[config.mk]
export PLATFORM = sky130hd
export DESIGN_NAME = ota_bitstream_decoder
export DESIGN_NICKNAME = d
export VERILOG_FILES = /design/src/rtl/ota_dec_pkg.sv /design/src/rtl/ota_sync2.sv /design/src/rtl/ota_bitstream_decoder.sv
export SDC_FILE = /design/constraint.sdc
export NUM_CORES = 1
export LEC_CHECK = 0
export CORE_ASPECT_RATIO = 1.2
export CORE_MARGIN = 3
export CORE_UTILIZATION = 45
export DETAILED_ROUTE_END_ITERATION = 10
export PLACE_DENSITY = 0.63
export SYNTH_ARGS = -nofsm -noshare
export SYNTH_HDL_FRONTEND = slang
export SYNTH_SLANG_ARGS = --single-unit
export TNS_END_PERCENT = 50
[constraint.sdc]
create_clock -name clk -period 2.69 [get_ports clk]
set_input_delay 0.4035 -clock clk [delete_from_list [all_inputs] [get_ports clk]]
set_output_delay 0.4035 -clock clk [all_outputs]
set_load 0.01 [all_outputs]
[src/rtl/ota_dec_pkg.sv]
// Shared types and defaults for the OTA bitstream decoder.
// Holds the decoder FSM encoding and the default window size.
package ota_dec_pkg;

  localparam int WINDOW_LOG2_DEFAULT = 8;

  typedef enum logic [1:0] {
    IDLE   = 2'd0,
    SETTLE = 2'd1,
    RUN    = 2'd2
  } state_e;

endpackage : ota_dec_pkg

[src/rtl/ota_sync2.sv]
// Two-flop synchronizer for nets arriving asynchronously from the OTA cell.
// Synchronous active-high reset clears both stages.
module ota_sync2 #(
  parameter int WIDTH = 1
) (
  input  logic             clk,
  input  logic             rst,
  input  logic [WIDTH-1:0] d,
  output logic [WIDTH-1:0] q
);

  logic [WIDTH-1:0] s1_q;
  logic [WIDTH-1:0] s2_q;

  // NOTE: flops use non-blocking assignments so every stage samples the
  // pre-edge value of its neighbour; blocking would collapse the chain.
  always_ff @(posedge clk) begin
    if (rst) begin
      s1_q <= '0;
      s2_q <= '0;
    end else begin
      s1_q <= d;
      s2_q <= s1_q;
    end
  end

  assign q = s2_q;

endmodule : ota_sync2

[src/rtl/ota_bitstream_decoder.sv]
// Accumulate-and-dump decoder turning the OTA 1-bit stream into a density
// count per 2^WINDOW_LOG2-sample window, with a valid/ack hold register.
module ota_bitstream_decoder
  import ota_dec_pkg::*;
#(
  parameter int WINDOW_LOG2 = WINDOW_LOG2_DEFAULT
) (
  input  logic                   clk,
  input  logic                   rst,
  input  logic                   start,
  input  logic                   sample_en,
  input  logic                   bit_in,
  input  logic                   ack,
  output logic [WINDOW_LOG2-1:0] result,
  output logic                   valid,
  output logic                   sat,
  output logic                   overrun,
  output logic                   busy
);

  localparam int N = WINDOW_LOG2;
  localparam logic [N-1:0] PHASE_LAST = '1;
  localparam logic [N-1:0] RESULT_MAX = '1;
  localparam logic [N:0]   ACC_FULL   = {1'b1, {N{1'b0}}};

  state_e         state_q, state_d;
  logic [N-1:0]   phase_q, phase_d;
  logic [N:0]     acc_q, acc_d;
  logic [N-1:0]   result_q, result_d;
  logic           valid_q, valid_d;
  logic           sat_q, sat_d;
  logic           overrun_q, overrun_d;
  logic           busy_q, busy_d;

  logic           s2;
  logic [N:0]     acc_sum;
  logic           dump;

  ota_sync2 #(.WIDTH(1)) u_sync (
    .clk (clk),
    .rst (rst),
    .d   (bit_in),
    .q   (s2)
  );

  // One extra bit of headroom so a full window of ones (2^N) never wraps.
  assign acc_sum = acc_q + {{N{1'b0}}, s2};

  // NOTE: every signal written here gets a default first, so no path can
  // leave it unassigned and infer a latch.
  always_comb begin
    state_d   = state_q;
    phase_d   = phase_q;
    acc_d     = acc_q;
    result_d  = result_q;
    valid_d   = valid_q;
    sat_d     = sat_q;
    overrun_d = overrun_q;
    dump      = 1'b0;

    if (valid_q && ack) valid_d = 1'b0;

    if (!start) begin
      state_d = IDLE;
      phase_d = '0;
      acc_d   = '0;
    end else begin
      unique case (state_q)
        IDLE: begin
          state_d = SETTLE;
          phase_d = '0;
          acc_d   = '0;
        end
        // First window is thrown away: it holds synchronizer/OTA start-up junk.
        SETTLE: begin
          if (sample_en) begin
            if (phase_q == PHASE_LAST) begin
              state_d = RUN;
              phase_d = '0;
              acc_d   = '0;
            end else begin
              phase_d = phase_q + 1'b1;
            end
          end
        end
        RUN: begin
          if (sample_en) begin
            if (phase_q == PHASE_LAST) begin
              dump    = 1'b1;
              phase_d = '0;
              acc_d   = '0;
            end else begin
              phase_d = phase_q + 1'b1;
              acc_d   = acc_sum;
            end
          end
        end
        default: begin
          state_d = IDLE;
          phase_d = '0;
          acc_d   = '0;
        end
      endcase
    end

    // A fresh result wins over a same-edge ack; overrun only without ack.
    if (dump) begin
      result_d = (acc_sum == ACC_FULL) ? RESULT_MAX : acc_sum[N-1:0];
      sat_d    = (acc_sum == ACC_FULL);
      valid_d  = 1'b1;
      if (valid_q && !ack) overrun_d = 1'b1;
    end

    busy_d = (state_d != IDLE);
  end

  always_ff @(posedge clk) begin
    if (rst) begin
      state_q   <= IDLE;
      phase_q   <= '0;
      acc_q     <= '0;
      result_q  <= '0;
      valid_q   <= 1'b0;
      sat_q     <= 1'b0;
      overrun_q <= 1'b0;
      busy_q    <= 1'b0;
    end else begin
      state_q   <= state_d;
      phase_q   <= phase_d;
      acc_q     <= acc_d;
      result_q  <= result_d;
      valid_q   <= valid_d;
      sat_q     <= sat_d;
      overrun_q <= overrun_d;
      busy_q    <= busy_d;
    end
  end

  assign result  = result_q;
  assign valid   = valid_q;
  assign sat     = sat_q;
  assign overrun = overrun_q;
  assign busy    = busy_q;

endmodule : ota_bitstream_decoder

==> reports/results.ini, run 1 <==
[logic_synthesis]
synth_ff_type=dfxtp_1
yosys_warnings=0
yosysSeqAreaShare_pct=40.1
synth-seq-cells=33
synth_edf_count=0
synth_fp_nets=204
synth.distinct_cells=45
async_reset_ff_share_pct=0
synth.avg_cell_area_um2=8.62
synth_area_um2=1650
synthCells=191

[timing]
slew_headroom_pct=64.2
finalClockSkew_ns=0.00690
rsz0062_at_grt=no
setup_viol=0
timing.final.crit_share_pct=79.5
hold_violations=0
min_period_ns=2.14
fmax_mhz=468
tightest_slew_ns=0.536
tns_ns=0
slew_violations=0

[setup_path]
crit_chain=ha_1 -> ha_1 -> or2_2 -> o32ai_1 -> nand3_2 -> a311oi_1
startpoint_type=register
cp_slowest_cell=o32ai_1
cp_common_cell=ha_1
critPathMaxStageDelay_ns=0.35
critPathKind=register to register
end_kind=register
cp.arrival_ns=2.34
cp_max_fo=8
required_ns=2.89

[drt]
drtPass1Iterations=4
drt_wl_total_um=3290
vias=1399
drt_iter0_markers=55
vias_per_cell=5.64
drtAntennaViolNets=0
wl_per_cell_um=13.3
drcViolationCount=0

[clocking]
cts-htree-levels=2
numCtsBuffers=5
clk_pin_slew_ns=0.07
cts_hold_buffers=0
tritoncts=done
cts.sinks=33
postCtsSetupRepairBufs=0
cts_resized=0
clk_path_buf_depth=2
root_buffer=clkbuf_8
clock_latency_ns=0.29

[layout]
stdcell_count=248
final_area_um2=1930
fin_nets=223
area_growth_pct=17.2
drive_above_1_share_pct=10.9
num_antenna_cells=0
utilization_pct=56.4

[run]
cap_violations=0

[placement]
place_inst=240
dp_hpwl_um=2510
finalWeightedCongestion=0.775
dpl_cell_area_um2=1840
io_buffers=17

[power_and_ir_drop]
cell_internal_pwr_w=0.000691
power.density_nw_per_um2=468
seqPwrFrac_pct=54.6
switching_share_pct=23.6
leakage_nw=0.663
p_clk_share_pct=40.4
power.switching_w=0.000214
combPwrFrac_pct=5.0
irDropWorstVdd_mv=0.406

[floorplan]
fp.dieH_um=72.3
pin_count=18
start_util_pct=48.1
rows=23
dieArea_um2=4420
coreArea_um2=3420
die_w_um=61.2

[global_route]
antenna_found_initial=0
grt_start_max_net_pins=18
grt.overflow.total=0
grt_pass1_wl_um=5750
grt.total_usage_pct=17.3
grt_pass1_vias=1369

[hold_path]
hold_class=register to register

[run_status]
status=complete, no violations

synthesized netlist by cell type (7+ instances only):
library cell  count  area share (%)
ha_1              7             5.3
dfxtp_1          33              40
nor2_1           31             7.1
xnor2_1           9             4.8
nand3_1           9             2.7
a21oi_1           8             2.4
nand2_1          12             2.7
a311oi_1          8             4.3
per-layer routing:
layer / routed length, um / track usage [%] / vias to the layer above
li1: - / - / 712
met1: 1380 / 19.0 / 648
met2: 1710 / 29.3 / 29
met3: 112 / 3.74 / 10
met4: 95 / 10.6 / 0
met5: 0 / 0 / -
registers in the layout (all words and copies together) (netlist names):
name	cells
phase_q	8
acc_q	9
state_q	2
valid	1
result	8
busy	1
sat	1
u_sync.q	1
overrun	1
u_sync.s1_q	1
worst paths after layout:
check | endpoint | from | slack, ns | depth (start not counted)
max | result[5]$_SDFFE_PP0P_ | acc_q[0]$_SDFFE_PP0P_ | 0.55 | 6
max reg2reg | result[5]$_SDFFE_PP0P_ | acc_q[0]$_SDFFE_PP0P_ | 0.55 | 6
min reg2reg | u_sync.q$_SDFF_PP0_ | u_sync.s1_q$_SDFF_PP0_ | 0.45 | 1
min | u_sync.q$_SDFF_PP0_ | u_sync.s1_q$_SDFF_PP0_ | 0.45 | 1
stage by stage:
stage          hold slack (ns)  total power, W  worst slack (ns)
2_1_floorplan            0.414        0.000531             0.823
3_3_place_gp             0.432        0.000550             0.543
3_5_place_dp             0.434        0.000551             0.462
4_1_cts                  0.457        0.000918             0.539
5_1_grt                  0.481        0.000945             0.402
6_report                 0.453        0.000904             0.551
worst max-delay path, delay by kind of cell, from the launching register on:
family | cells | cell delay [ns]
compound gates | 2 | 0.67
fa+ha+maj | 2 | 0.50
flops | 1 | 0.32
simple gates | 2 | 0.56
layout by cell type (no fill, tap or decap), types with 2 or more instances in the layout:
master and instances:
a31oi_1 3, nand2b_1 2, or3_1 4, a31o_2 2, buf_4 5, clkdlybuf4s50_1 17
a311oi_1 8, nor2_1 31, nor2b_1 5, nand4_1 5, and3_1 2, clkinv_2 2
nor3_1 3, nand2_1 12, o21ai_0 5, clkbuf_8 5, dfxtp_1 33, nand4b_1 2
xnor2_1 9, nand3_1 9, xor2_1 5, inv_1 5, a21oi_1 8, ha_1 7
layout make-up:
class	count	area [um^2]
Fill cell	330	1490
Multi-Input combinational cell	143	911
Sequential cell	33	661
Timing Repair Buffer	22	208
Clock buffer	5	68.8
Tap cell	37	46.3
Inverter	5	18.8
Clock inverter	3	17.5
logic make-up (layout without fill, tap and decap cells):
group                    count (synthesis)  count (layout)  share of synthesized area, %
AND/OR/NAND/NOR                         85              85                          26.5
AO/OA/AOI/OAI                           35              35                          14.7
flip-flops                              33              33                          40.1
buffers and inverters                   15              35                          4.56
XOR/XNOR                                14              14                          7.45
adder cells (fa/ha/maj)                  7               7                          5.32
multiplexers                             2               2                          1.29
power by group through the flow:
stage | Sequential [W] | Clock, W | Combinational, W
after CTS | 0.000494 | 0.000378 | 0.0000458
final | 0.000494 | 0.000365 | 0.0000452
after detailed placement | 0.000505 | 0 | 0.0000456
after global routing | 0.000494 | 0.000401 | 0.0000496
after floorplan | 0.000505 | 0 | 0.0000256
after global placement | 0.000505 | 0 | 0.0000447
Note: power is estimated with default switching activity, not from simulation.
==> run 2: changes to the inputs <==
==> constraint.sdc (replaced) <==
create_clock -name clk -period 2.1 [get_ports clk]
set_input_delay 0.315 -clock clk [delete_from_list [all_inputs] [get_ports clk]]
set_output_delay 0.315 -clock clk [all_outputs]
set_load 0.01 [all_outputs]
==> reports/results.ini, run 2 (synthesis gave the netlist of run 1 again) <==
[placement]
finalWeightedCongestion=0.846  ; +9.1%
place_inst=242  ; +0.83%
dpl_cell_area_um2=1870  ; +1.5%
io_buffers=17  ; unchanged
dp_hpwl_um=2610  ; +3.9%

[floorplan]
die_w_um=61.2  ; unchanged
coreArea_um2=3420  ; unchanged
start_util_pct=48.1  ; unchanged
dieArea_um2=4420  ; unchanged
fp.dieH_um=72.3  ; unchanged
pin_count=18  ; unchanged
rows=23  ; unchanged

[setup_path]
crit_buf_inv=0  ; unchanged
end_kind=register
cp_slowest_cell=dfxtp_1
required_ns=2.28  ; -0.61 ns
crit_chain=ha_1 -> ha_1 -> or2_2 -> o32ai_2 -> nand3_2 -> a311oi_1
path_delay_family=compound AO/OA/AOI/OAI gates
critPathKind=register to register
cp_max_fo=8  ; unchanged
critPathMaxStageDelay_ns=0.32  ; -0.03 ns
cp_common_cell=ha_1
startpoint_type=register
cp.arrival_ns=2.21  ; -0.13 ns

[drt]
drtPass1Iterations=4  ; unchanged
wl_per_cell_um=13.4  ; +0.81%
drcViolationCount=0  ; unchanged
drt_wl_total_um=3330  ; +1.2%
drt_iter0_markers=51  ; -7.3%
drtAntennaViolNets=0  ; unchanged
vias=1396  ; -0.21%
vias_per_cell=5.61  ; -0.62%

[power_and_ir_drop]
irDropWorstVdd_mv=0.469  ; +16%
power.density_nw_per_um2=591  ; +26%
leakage_nw=0.677  ; +2.0%
power_w=0.00117  ; +29%

[clocking]
clk_pin_slew_ns=0.06  ; about the same
cts.sinks=33  ; unchanged
tritoncts=done
clock_latency_ns=0.28  ; about the same
cts-htree-levels=2  ; unchanged
numCtsBuffers=5  ; unchanged
root_buffer=clkbuf_8
clk_path_buf_depth=2  ; unchanged

[global_route]
grt_start_max_net_pins=21  ; +3
antenna_found_initial=0  ; unchanged
grt.total_usage_pct=17.4  ; +0.082 points
grt.overflow.total=0  ; unchanged
grt_pass1_vias=1328  ; -3.0%
grt_pass1_wl_um=5790  ; +0.61%

[timing]
fmax_mhz=493  ; +5.5%
hold_violations=0  ; unchanged
tightest_slew_ns=0.348  ; -0.188 ns
timing.final.crit_share_pct=96.5  ; +17 points
tns_ns=0  ; unchanged
min_period_ns=2.03  ; -0.112 ns
setup_viol=0  ; unchanged
finalClockSkew_ns=0.00198  ; -0.00492 ns
slew_headroom_pct=76.7  ; +12 points
rsz0062_at_grt=yes
slew_violations=0  ; unchanged

[layout]
regMostFlops=acc_q
final_common_cell=dfxtp_1
fillers=307  ; -7.0%
drive_above_1_share_pct=11.8  ; +0.89 points
fin_nets=225  ; +0.90%
layout_common_cells=dfxtp_1 (33), nor2_1 (31), clkdlybuf4s50_1 (17)
stdcell_count=249  ; +0.40%
final_area_um2=1970  ; +2.1%
num_antenna_cells=0  ; unchanged
area_growth_pct=19.8
largest_reg_flops=9  ; unchanged

[hold_path]
hold_class=register to register

[run_status]
status=complete, no violations

[run]
cap_violations=0  ; unchanged

[run 2: timing repair]
action,in CTS,in global routing
gates resized for setup,0,2
hold buffers,0,0
endpoints found under the setup margin,0,8
buffers inserted,0,0
endpoints found under the hold margin,0,0
[run 2: worst register-to-register path, delay by kind of cell, from the launching register on]
kind	cells	cell delay [ns]
AO/OA/AOI/OAI	2	0.61
adder cells (fa/ha/maj)	2	0.47
flip-flops	1	0.32
AND/OR/NAND/NOR	2	0.55
[run 2: worst paths after layout]
kind,from,end,slack (ns),cells past startpoint
worst max-delay path,acc_q[0]$_SDFFE_PP0P_,result[5]$_SDFFE_PP0P_,0.07,6
worst min-delay path,acc_q[0]$_SDFFE_PP0P_,acc_q[0]$_SDFFE_PP0P_,0.47,2
worst max register to register,acc_q[0]$_SDFFE_PP0P_,result[5]$_SDFFE_PP0P_,0.07,6
worst min register to register,acc_q[0]$_SDFFE_PP0P_,acc_q[0]$_SDFFE_PP0P_,0.47,2
[run 2: per-layer routing]
metal,track usage (%),up-vias,wire [um]
met5,0,-,0
met4,7.47,0,78
met3,4.63,8,110
met2,30.6,31,1750
met1,18.9,641,1400
li1,-,716,-
[run 2: through the flow]
stage	hold WS [ns]	utilization [%]	setup WS [ns]
after CTS	0.471	57.2	0.0201
after global placement	0.450	54.7	0.133
after detailed placement	0.462	54.7	0.0507
after global routing	0.485	57.6	-0.0538
after floorplan	0.387	-	0.233
final	0.469	57.6	0.0729
[run 2: layout make-up]
cell class                      count  area (um^2)  share of cell area (%)
Multi-Input combinational cell    143          925                    46.9
Sequential cell                    33          661                    33.5
Timing Repair Buffer               24          235                    11.9
Clock buffer                        7         86.3                    4.38
Tap cell                           37         46.3                    2.35
Inverter                            5         18.8                   0.952
[run 2: report_power, final]
group          switching (W)  internal, W  leakage (nW)  total (W)
clock               0.000210     0.000260        0.0443   0.000470
combinational      0.0000329    0.0000294         0.366  0.0000623
sequential        0.00000288     0.000631         0.267   0.000634
